[config.mk]
export PLATFORM = sky130hd
export DESIGN_NAME = proc_input_cond
export DESIGN_NICKNAME = d
export VERILOG_FILES = /design/src/rtl/proc_input_cond.sv
export SDC_FILE = /design/constraint.sdc
export NUM_CORES = 1
export LEC_CHECK = 0
export ABC_AREA = 1
export CAP_MARGIN = 0
export CORE_UTILIZATION = 52
export DETAILED_ROUTE_END_ITERATION = 8
export GPL_TIMING_DRIVEN = 1
export PLACE_DENSITY = 0.78
export SKIP_LAST_GASP = 1
export SLEW_MARGIN = 20
export SYNTH_ARGS = -nofsm -noshare
export SYNTH_HDL_FRONTEND = slang
export SYNTH_SLANG_ARGS = --single-unit
[constraint.sdc]
create_clock -name clk -period 1.4 [get_ports clk]
set_input_delay 0.35 -clock clk [delete_from_list [all_inputs] [get_ports clk]]
set_output_delay 0.35 -clock clk [all_outputs]
set_load 0.02 [all_outputs]
[src/rtl/proc_input_cond.sv]
// proc_input_cond: synchronizes and debounces the raw board switches and
// push-buttons, presenting stable zero-extended 32-bit words to the
// processor input ports plus single-cycle press/release strobes for the
// buttons. Every input bit is an independent channel (2-flop synchronizer,
// stable register and saturating-free run-length counter).

module proc_input_cond #(
    parameter int DEBOUNCE_CYCLES = 16
) (
    input  logic        clk,
    input  logic        rst,
    input  logic [4:0]  in0_switches,
    input  logic [4:0]  in1_switches,
    input  logic [3:0]  buttons,
    output logic [31:0] proc_in0,
    output logic [31:0] proc_in1,
    output logic [31:0] proc_in2,
    output logic [3:0]  btn_press,
    output logic [3:0]  btn_release
);

    // Channel layout in the flat raw vector: [4:0] bank 0, [9:5] bank 1,
    // [13:10] buttons. Only the button channels carry edge strobes.
    localparam int SW0_BITS = 5;
    localparam int SW1_BITS = 5;
    localparam int BTN_BITS = 4;
    localparam int BTN_BASE = SW0_BITS + SW1_BITS;
    localparam int NUM_CH   = SW0_BITS + SW1_BITS + BTN_BITS;

    // Counter only has to reach DEBOUNCE_CYCLES-1 before it is cleared.
    localparam int CW = (DEBOUNCE_CYCLES < 1) ? 1 : $clog2(DEBOUNCE_CYCLES + 1);
    localparam logic [CW-1:0] CNT_LAST = CW'(DEBOUNCE_CYCLES - 1);
    localparam logic [CW-1:0] CNT_ONE  = CW'(1);
    localparam logic [CW-1:0] CNT_ZERO = '0;

    logic [NUM_CH-1:0]   raw_vec;
    logic [NUM_CH-1:0]   q_vec;
    logic [BTN_BITS-1:0] press_vec;
    logic [BTN_BITS-1:0] release_vec;

    assign raw_vec = {buttons, in1_switches, in0_switches};

    genvar gi;
    generate
        for (gi = 0; gi < NUM_CH; gi++) begin : g_ch
            logic          s1_reg;
            logic          s2_reg;
            logic          q_reg;
            logic [CW-1:0] cnt_reg;
            logic          differ;
            logic          flip_next;

            // The stable value flips on the edge where the synchronized bit
            // has disagreed with it for DEBOUNCE_CYCLES consecutive edges.
            assign differ    = (s2_reg != q_reg);
            assign flip_next = differ && (cnt_reg == CNT_LAST);

            // Synchronizer, debounce counter and stable value for one bit.
            always_ff @(posedge clk or negedge rst) begin
                if (!rst) begin
                    s1_reg  <= 1'b0;
                    s2_reg  <= 1'b0;
                    q_reg   <= 1'b0;
                    cnt_reg <= CNT_ZERO;
                end else begin
                    s1_reg <= raw_vec[gi];
                    s2_reg <= s1_reg;
                    if (!differ) begin
                        // Agreement (or a glitch returning) restarts the run.
                        cnt_reg <= CNT_ZERO;
                    end else if (flip_next) begin
                        q_reg   <= s2_reg;
                        cnt_reg <= CNT_ZERO;
                    end else begin
                        cnt_reg <= cnt_reg + CNT_ONE;
                    end
                end
            end

            assign q_vec[gi] = q_reg;

            if (gi >= BTN_BASE) begin : g_btn
                logic press_reg;
                logic release_reg;

                // Strobes are loaded alongside q so they line up with the
                // first cycle in which the new stable value is visible.
                always_ff @(posedge clk or negedge rst) begin
                    if (!rst) begin
                        press_reg   <= 1'b0;
                        release_reg <= 1'b0;
                    end else begin
                        press_reg   <= flip_next &  s2_reg;
                        release_reg <= flip_next & ~s2_reg;
                    end
                end

                assign press_vec[gi - BTN_BASE]   = press_reg;
                assign release_vec[gi - BTN_BASE] = release_reg;
            end
        end
    endgenerate

    // Outputs come straight from registers; no raw input reaches them
    // combinationally.
    assign proc_in0    = {27'b0, q_vec[SW0_BITS-1:0]};
    assign proc_in1    = {27'b0, q_vec[SW0_BITS +: SW1_BITS]};
    assign proc_in2    = {28'b0, q_vec[BTN_BASE +: BTN_BITS]};
    assign btn_press   = press_vec;
    assign btn_release = release_vec;

endmodule

==> metrics.md <==
| Metric | Value |
|---|---|
| Run status | finished clean |
| Slew Limit Fails | 0 |
| Hold EP | g_ch[6].s2_reg |
| Reg-to-reg setup timing slack | 0.17 ns |
| DR pass1 iterations | 5 |
| GR peak layer | met2 |
| Synth Area in XOR/XNOR | 0% |
| FP Rows | 38 |
| Via density | roughly 4.7 |
| Unrepaired setup endpoints after global routing | no |
| CP Capture Type | output pin |
| Reg-to-reg startpoint | g_ch[0].cnt_reg[0] |
| Non-filler cells, final | 931 |
| DRT iter0 DRCs | 172 |
| H-tree depth | 4 |
| Clock root cell | clkbuf_16 |
| Clock-pin slew on the worst setup and hold paths | 0.05 ns |
| HP Start | g_ch[6].s1_reg |
| Buf/Inv on CP | 1 |
| Die width | 109 microns |
| Mux share of post-synthesis cell area | 0% |
| Critical path arrival | about 1.0 ns |
| Mapped cell area | 5990 sq um |
| Final Hold Vio Count | 0 |
| Total grt overflow | 0 |
| Worst-path fanout max | 1 |
| Die ar. | 11,900 sq um |
| Synth top area cells | dfrtp_1, buf_4, nand2_1 |
| VDD IR-drop max | between 0.6 and 0.7 mV |
| Clk sinks | 120 |
| Drt wl/cell | ~11 microns |
| Share of cells above drive strength 1 | 11.5% |
| Hold path depth | 0 |
| Adder-cell share of the synthesized area | 2.93% |
| Initial antenna violation count | 0 |
| Clock Tree Buf Depth | 2 |
| Setup Viol. Count Final | 0 |
| Fin nets | 810 |
| Maxcap violations | 0 |
| Placed cells | ~900 |
| Largest family of logic cells by synthesized area | simple AND/OR/NAND/NOR gates |
| First-pass GRT wire length | 17,600 microns |
| R2R cell count | 6 |
| Crit path cell chain | clkdlybuf4s15_2 |
| PortBufs | 37 |
| Grt met1 use | 19.7% |
| Via count | about 4,400 |
| Routed WL | between 10,000 and 15,000 microns |
| Crit-path leading delay family | flip-flops |
| Met2 GRT Util | between 30% and 40% |
| Met3 Usage GRT | approximately 5.6% |
| Syn Inst Count | 727 |
| Critical Path RT | 1.05 ns |
| Core Footprint | ~11,000 sq um |
| Post-layout min period | 1.36 ns |
| Vias in the first global route | around 4,200 |
| Leakage | about 3.7 nW |
| Reg-to-Reg End | g_ch[0].q_reg |
| I/O pin count | 120 |
| Clock Latency Late Sink | 0.42 ns |
| Synthesized flop and latch total | 120 |
| Seq/Total Area, Yosys | 50.2% |
| Die span in y | 109 microns |
| Clk_skew | ~0.0087 ns |
| Critical path class | flop to output pin |
| Cts bufs inserted | 17 |
| Simple-Gate Fraction of Synth Area | approximately 28% |
| DRC violation count after routing | 0 |
| Synth top area share | around 50% |
| CP startpoint kind | flop |
| PD cells | 1270 nW/um^2 |
| Synth-to-layout area growth | 12.1% |
| Yosys top cell by area | dfrtp_1 |
| Hpwl dp | 7630 microns |
| Largest net degree at the start of global routing | 36 |
| Commonest non-fill, non-tap cell in the layout | nand2_1 |
| Final TNS setup | 0 ns |
| CTS tree | yes |
| Synth Area in Compound Gates | 0% |
| Initial core utilization | 54.3% |
| Synth unique cells | 12 |
| # diodes | 0 |
| Hold_ws | 0.344 ns |
| Tcrit/Tclk final | 97.3% |
| RePlAce Congestion | roughly 0.76 |
| Max reg flops | 70 |
| Hold crit path type | flop to flop |
| Peak per-stage delay on the critical path | roughly 0.35 ns |
| Most frequent cells in the layout | nand2_1, dfrtp_1, inv_1 |
| Total number of yosys warnings | 0 |
| DRT antenna net count | 0 |
| GRT Overall Usage | 19.6% |
| Max Clock Freq | 0.734 GHz |
| Slowest cell on the critical path | dfrtp_1 |
| Mean post-synth cell area | 8.24 sq um |
| Power Total | between 8 and 9 mW |
[report_power, final]
part	leakage [nW]	switching [mW]	internal [mW]
clock network	0.280	1.46	2.72
logic	1.88	0.442	0.164
registers	1.58	0.130	3.61
[logic make-up after synthesis]
family                     count (synthesis)
other                                      1
DFF                                      120
buffers and inverters                    196
adders and majority gates                 14
and+or+nand+nor                          396
[final cells by class]
class	instances	area, sq um
fillers	934	4320
flip-flops and latches	120	3000
multi-input cells	492	2160
clock buffers	21	470
repair buffers	57	454
inverters	92	345
well taps	140	175
clock inverters	9	100
[worst max path at each step]
stage | from | cells after the start | slack (ns) | to
global placement | g_ch[1].q_reg | 1 | 0.06 | proc_in0[1]
floorplan | g_ch[10].cnt_reg[0] | 6 | 0.38 | g_ch[10].q_reg
CTS | g_ch[11].g_btn.press_reg | 1 | 0.0001 | btn_press[1]
global route | g_ch[10].g_btn.release_reg | 1 | 0.002 | btn_release[0]
finish | g_ch[10].g_btn.release_reg | 1 | 0.04 | btn_release[0]
detailed placement | g_ch[1].q_reg | 1 | 0.04 | proc_in0[1]
[timing repair]
item                                    in CTS  in global routing
gates resized for setup                     81                  4
endpoints found under the setup margin      22                  5
setup buffers                                0                  2
endpoints found under the hold margin       24                  0
hold buffers                                 1                  0
[layer usage]
metal | vias to the layer above | wire length, microns
met5 | - | 0
met2 | 117 | 5830
met1 | 2086 | 4040
met3 | 21 | 395
met4 | 0 | 224
li1 | 2167 | -
[Yosys cell counts (all sizes together)]
cell type and count:
nand4 14, nor2 100, conb 1, dfrtp 120
nor3 14, nand2 196, ha 14, buf 104
inv 92, nand3 72
[per-stage QoR]
stage	cell area [sq um]	setup WS, ns	utilization (%)
5_1_grt	6710	0.00178	60.8
4_1_cts	6720	0.000131	60.9
3_5_place_dp	6210	0.0426	56.3
3_3_place_gp	6210	0.0600	56.3
6_report	6710	0.0377	60.8
2_1_floorplan	6290	0.378	-
Note: power is estimated with default switching activity, not from simulation.
